$ cat src/rtl/alu_issue_ctrl.sv
// alu_issue_ctrl
// Issue/control front end for the lab2 ALU. Accepts 9-bit instruction words
// over a valid/ready handshake, decodes the 4-bit opcode, launches ALU
// operations with a start pulse, waits for done and produces a one-cycle
// register-file writeback strobe. It also tracks the retired-instruction
// count, the HALT state, and sticky illegal-opcode and ALU-timeout flags.
//
// Ports
//   clk          system clock, rising edge
//   rst_n        asynchronous active-low reset
//   in_valid     instruction word present
//   in_ready     controller can accept an instruction (IDLE only)
//   in_instr     [8:5] opcode, [4:2] rd, [1:0] rs
//   alu_op       opcode to ALU, held until the next ALU op is accepted
//   alu_rd       destination field, held with alu_op
//   alu_rs       source field, held with alu_op
//   alu_start    one-cycle pulse launching the ALU op
//   alu_done     ALU result valid (sampled in WAIT only)
//   wb_en        one-cycle register-file write strobe
//   wb_addr      write destination (0 outside the writeback cycle)
//   halted       controller stopped by HALT until reset
//   illegal      sticky: opcode 0xF was received
//   timeout_err  sticky: ALU failed to respond within TIMEOUT WAIT cycles
//   retired      retired-instruction count, wraps modulo 2^CNT_W
module alu_issue_ctrl #(
    parameter int TIMEOUT = 32,
    parameter int CNT_W   = 16
) (
    input  logic             clk,
    input  logic             rst_n,
    input  logic             in_valid,
    output logic             in_ready,
    input  logic [8:0]       in_instr,
    output logic [3:0]       alu_op,
    output logic [2:0]       alu_rd,
    output logic [1:0]       alu_rs,
    output logic             alu_start,
    input  logic             alu_done,
    output logic             wb_en,
    output logic [2:0]       wb_addr,
    output logic             halted,
    output logic             illegal,
    output logic             timeout_err,
    output logic [CNT_W-1:0] retired
);

    typedef enum logic [2:0] {
        IDLE  = 3'd0,
        START = 3'd1,
        WAIT  = 3'd2,
        WB    = 3'd3,
        HALT  = 3'd4
    } state_t;

    localparam logic [3:0] OP_NOP     = 4'h0;
    localparam logic [3:0] OP_HALT    = 4'hE;
    localparam logic [3:0] OP_ILLEGAL = 4'hF;

    // Index of the last WAIT cycle before the op is abandoned.
    localparam logic [7:0] WAIT_LAST = 8'(TIMEOUT - 1);

    state_t           stateQ, stateD;
    logic [7:0]       waitCnt;
    logic [3:0]       opQ;
    logic [2:0]       rdQ;
    logic [1:0]       rsQ;
    logic             illegalQ;
    logic             timeoutQ;
    logic [CNT_W-1:0] retiredQ;

    logic [3:0] inOpcode;
    logic       accept;
    logic       acceptAluOp;
    logic       retireNow;
    logic       timeoutHit;

    assign inOpcode    = in_instr[8:5];
    assign accept      = in_valid && (stateQ == IDLE);
    assign acceptAluOp = accept && (inOpcode != OP_NOP) && (inOpcode != OP_HALT)
                         && (inOpcode != OP_ILLEGAL);
    // doNothing retires straight from IDLE; ALU ops retire in their WB cycle.
    assign retireNow   = (accept && (inOpcode == OP_NOP)) || (stateQ == WB);
    assign timeoutHit  = (stateQ == WAIT) && !alu_done && (waitCnt == WAIT_LAST);

    always_ff @(posedge clk or negedge rst_n) begin
        if (!rst_n) begin
            stateQ <= IDLE;
        end else begin
            stateQ <= stateD;
        end
    end

    always_comb begin
        stateD    = stateQ;
        in_ready  = 1'b0;
        alu_start = 1'b0;
        wb_en     = 1'b0;
        wb_addr   = 3'd0;
        halted    = 1'b0;
        case (stateQ)
            IDLE: begin
                in_ready = 1'b1;
                if (in_valid) begin
                    case (inOpcode)
                        OP_HALT:            stateD = HALT;
                        OP_NOP, OP_ILLEGAL: stateD = IDLE;
                        default:            stateD = START;
                    endcase
                end
            end
            START: begin
                alu_start = 1'b1;
                stateD    = WAIT;
            end
            WAIT: begin
                if (alu_done) begin
                    stateD = WB;
                end else if (waitCnt == WAIT_LAST) begin
                    stateD = IDLE;
                end
            end
            WB: begin
                wb_en   = 1'b1;
                wb_addr = rdQ;
                stateD  = IDLE;
            end
            HALT: begin
                halted = 1'b1;
            end
            default: stateD = IDLE;
        endcase
    end

    always_ff @(posedge clk or negedge rst_n) begin
        if (!rst_n) begin
            waitCnt  <= 8'd0;
            opQ      <= 4'h0;
            rdQ      <= 3'd0;
            rsQ      <= 2'd0;
            illegalQ <= 1'b0;
            timeoutQ <= 1'b0;
            retiredQ <= '0;
        end else begin
            // Counts WAIT cycles; cleared whenever the FSM is elsewhere.
            if (stateQ == WAIT) begin
                waitCnt <= waitCnt + 8'd1;
            end else begin
                waitCnt <= 8'd0;
            end
            if (acceptAluOp) begin
                opQ <= inOpcode;
                rdQ <= in_instr[4:2];
                rsQ <= in_instr[1:0];
            end
            if (accept && (inOpcode == OP_ILLEGAL)) begin
                illegalQ <= 1'b1;
            end
            if (timeoutHit) begin
                timeoutQ <= 1'b1;
            end
            if (retireNow) begin
                retiredQ <= retiredQ + CNT_W'(1);
            end
        end
    end

    assign alu_op      = opQ;
    assign alu_rd      = rdQ;
    assign alu_rs      = rsQ;
    assign illegal     = illegalQ;
    assign timeout_err = timeoutQ;
    assign retired     = retiredQ;

endmodule

$ cat config.mk
export PLATFORM = sky130hd
export DESIGN_NAME = alu_issue_ctrl
export DESIGN_NICKNAME = d
export VERILOG_FILES = /design/src/rtl/alu_issue_ctrl.sv
export SDC_FILE = /design/constraint.sdc
export NUM_CORES = 1
export LEC_CHECK = 0
export CAP_MARGIN = 20
export CORE_MARGIN = 4
export CORE_UTILIZATION = 36
export CTS_CLUSTER_SIZE = 20
export DETAILED_ROUTE_END_ITERATION = 16
export PLACE_DENSITY = 0.71
export SYNTH_ARGS = -nofsm -noshare
export SYNTH_HDL_FRONTEND = slang
export SYNTH_SLANG_ARGS = --single-unit
$ cat constraint.sdc
create_clock -name clk -period 4.4 [get_ports clk]
set_clock_uncertainty 0.2 [all_clocks]
set_input_delay 0.66 -clock clk [delete_from_list [all_inputs] [get_ports clk]]
set_output_delay 0.66 -clock clk [all_outputs]
set_load 0.03 [all_outputs]
Yosys cells after proc, flatten, opt, wreduce, memory -nomap -nowiden
Cells that the tools add are included.
Word-level totals
  register bits: 38
  output and inout bits: 34
  ROM bits: 0
  word-level logic and storage cells: 48
  bits in latches: 0
  RAM bits: 0
  memories kept: 0
Operators by class
  shift-type cells: 0
  $add $sub $neg: 2
  divide/modulo/power cells: 0
  bitwise logic cells: 1
  eq/ne operators: 11
  reductions and logical operators: 15
  multiplexer cells: 11
  $lt $le $gt $ge: 0
  multiply operators: 0
Operator list (number)
  $add 16x1->16 const B: 1
  $mux 3: 4
  $pmux 3 s4: 1
  $add 8x1->8 const B: 1
  $eq 4x4->1 const B: 2
  $eq 8x5->1 const B: 1
  $logic_and 1x1->1: 8
  $mux 8: 1
  $ne 4x4->1 const B: 2
  $eq 3x2->1 const B: 2
  $pmux 3 s2: 1
  $logic_not 4->1: 1
  $mux 1: 4
  $reduce_bool 4->1: 1
  $eq 3x1->1 const B: 1
  $eq 3x3->1 const B: 1
  $logic_not 3->1: 1
  $ne 3x2->1 const B: 1
  $reduce_and 3->1: 1
  $ne 2x2->1 const B: 1
  $reduce_or 2->1: 1
  $logic_not 1->1: 1
  $logic_or 1x1->1: 1
  $not 1->1: 1

Longest topological paths before layout
  word-level depth: 5
  gate-level depth with buffers: 5

Least setup slack after synthesis
OpenSTA, ideal clock, no wires.
  path type: flip-flop to output port
  start point: register stateQ[2]
  end point: output port wb_addr[0]
  buffers on the path: 0
  arrival time: 1.265 ns
  setup slack: 2.275 ns
  stages on the path, launching flop included: 3
  path through: dfrtp_1 > and3b_1 > and2_1
On the way
  word-level cells in the longest chain between the ends: 2
Ends and longest elaborated chain
  start, declared: line 62  | state_t stateQ, stateD;
  start signal, assigned: line 89  | stateQ <= stateD;
  $eq 3x2->1: line 100  | case (stateQ)
  $mux 3: line 100
  end, declared: line 40  | output logic [2:0] wb_addr,
No other way between the ends.

Worst setup path in the final report
Same ends and word-level chain as after synthesis.

==> key figures <==
Run status
  – Status: complete, no violations

Timing
  – Slew @ Worst Pin: 0.841 ns
  – Final Critical Period: 2.79 ns
  – Final hold violation count: 0
  – Fmax: 358 MHz
  – Fin crit share: 0.635
  – Setup TNS Final: 0 ns
  – Max-slew headroom: 0.439
  – Final setup fails: 0
  – Final slew viol count: 0
  – RSZ-0062 raised after global routing: false

Finish
  – Sequential cell area: 951 um2
  – Diodes inserted: 0
  – # nets final: 213
  – Share of cells above drive strength 1: 0.106
  – Multi-input logic area: 758 um2
  – Area delta synth->final: 34.1%
  – Fill cells: 450

Logic synthesis
  – Syn nets: 163
  – Sequential area share after synthesis: 0.546
  – Ys flop type: dfrtp_1
  – Mapped Cells: 148
  – Avg Cell Area, Syn: 11.8 um2
  – Number of distinct library cells after synthesis: 33
  – Syn Std Cell Area: 1740 um2
  – EDFF count, synth: 0
  – Yosys reg bits: 38
  – Fraction of registers with async set/reset: 1.00
  – Count of yosys warnings during synthesis: 0

Setup path
  – R2r setup slk: 2.20 ns
  – Worst setup EP type: primary output
  – Kind of critical path: reg -> out
  – Setup crit start kind: flop
  – CP max FO: 8
  – Arr. time, crit path: 1.93 ns
  – WP data required: 3.54 ns

Clock tree
  – Cts hold-fix bufs: 0
  – Clock Latency Late Sink: 0.28 ns
  – CTS sink count: 38
  – CTS resizes: 0
  – Clock Tree Root: clkbuf_8
  – Max Root-Sink Buffers: 2
  – Post-CTS setup repair buffer count: 0
  – H-tree depth: 2
  – TritonCTS Buffers: 5
  – Clock slew at reported path FFs: 0.07 ns
  – TritonCTS clock tree: built

Placement
  – GP Congestion: 0.738
  – I/O Buffers: 46
  – DP HPWL: 2510 um

Power and ir drop
  – Tot Pwr: 1.37 mW
  – Pleak: 1.07 nW
  – Worst VDD drop: 0.414 mV
  – PD cells: 588 nW/um2

Drt
  – DRC viols: 0
  – Iter 0 DRT Violations: 115
  – Post-route ant nets: 0
  – Number of vias per cell: 5.10
  – DR WL/cell: 14.2 um
  – Total number of vias: 1290
  – DRT Pass-1 Iters: 4
  – Total wire length: 3580 um

Global route
  – Vias in the first global route: 1242
  – Overflow after GRT: 0
  – Initial antenna violation count: 0
  – Global-route wire length before repair: 6030 um
  – Largest net degree at the start of global routing: 39
  – GRT Overall Usage: 0.126

Floorplan
  – IO Pins: 47
  – Core footprint: 4690 um2
  – Die Y: 77.5 um
  – Cell Rows: 25
  – Die width: 77.5 um
  – Full die area: 6010 um2
  – Starting density of the core: 0.371

Flow run
  – MaxCap Viol Count: 0

Min path
  – Hold Path Class: reg -> reg
-- final cells by class --
type / instances / area share
Sequential cell: 38 / 0.407
Multi-Input combinational cell: 104 / 0.325
Timing Repair Buffer: 46 / 0.195
Clock buffer: 7 / 0.0370
Tap cell: 54 / 0.0289
Inverter: 3 / 0.00482
Clock inverter: 1 / 0.00214
-- worst paths after layout --
path	cells after the start	endpoint	start
min in group asynchronous	1	stateQ[2]	rst_n
worst min register to register	1	retired[15]	retired[15]
max in group asynchronous	1	retired[14]	rst_n
worst max register to register	3	alu_op[2]	stateQ[1]
worst max-delay path	3	wb_addr[0]	stateQ[2]
worst min-delay path	1	retired[15]	retired[15]
-- per-layer routing --
metal,global-route usage,part of all wire
met1,0.170,0.49
met5,0,0
met2,0.191,0.45
met3,0.0476,0.049
met4,0.0320,0.0078
-- per-stage QoR --
stage	hold slack (ns)	area [um2]	instances	util	setup WS [ns]
6_report	0.268	2330	253	0.498	1.61
5_1_grt	0.293	2330	253	0.498	1.52
4_1_cts	0.275	2330	253	0.498	1.58
3_5_place_dp	0.261	2240	245	0.478	1.60
3_3_place_gp	0.258	2240	245	0.478	1.67
2_1_floorplan	0.164	1740	148	-	2.28
-- synthesized netlist by cell type, types with 2 or more instances --
cell type  count  area, um2
mux2_2         2       22.5
and3_1         5       31.3
xnor2_1        4       35.0
mux2_4         7        105
dfrtp_1       38        951
nand2b_1       2       12.5
nand2_1        8       30.0
inv_1          3       11.3
o21ai_0        2       10.0
nor4_1         5       31.3
and2_1         4       25.0
nand3_1       10       50.1
nor3b_1        3       22.5
ha_1           2       25.0
nor3_1         7       35.0
nor4b_1        2       17.5
nand4_1        2       12.5
nor2_1        11       41.3
xor2_1        17        149
-- cell families after synthesis --
logic type / after synthesis / synth area share
AOI/OAI and AO/OA: 7 / 0.0266
adders and majority gates: 2 / 0.0144
muxes: 9 / 0.0733
DFF: 38 / 0.546
and+or+nand+nor: 65 / 0.216
buffers and inverters: 6 / 0.0180
xor gates and xnor gates: 21 / 0.106
-- sequential cells by signal (all words and copies together) (netlist names) --
name,cells
timeout_err,1
stateQ,3
waitCnt,8
alu_op,4
illegal,1
alu_rd,3
alu_rs,2
retired,16
-- power breakdown --
part           internal [mW]  switching, mW
Combinational          0.281          0.326
Sequential             0.434         0.0893
Clock                  0.126          0.117
-- cells in the final DEF (no fill, tap or decap), types with 2 or more instances in the layout --
cell,Yosys,final
nor4b_1,2,2
and3_1,5,5
dfrtp_1,38,38
and2_1,4,4
nand2b_1,2,2
nand2_1,8,8
nor4_1,5,5
mux2_4,7,7
xor2_1,17,17
mux2_2,2,2
nor3_1,7,7
clkbuf_8,0,6
clkdlybuf4s50_1,0,45
xnor2_1,4,4
ha_1,2,2
inv_1,3,3
o21ai_0,2,2
nand4_1,2,2
nor2_1,11,11
nand3_1,10,10
nor3b_1,3,3
-- critical path, stage by stage (launching register included) --
cell             delay (ns)
dfrtp_1                0.49
and3b_1                0.35
and2_1                 0.15
clkdlybuf4s50_1        0.66
(Power assumes the default switching activity.)
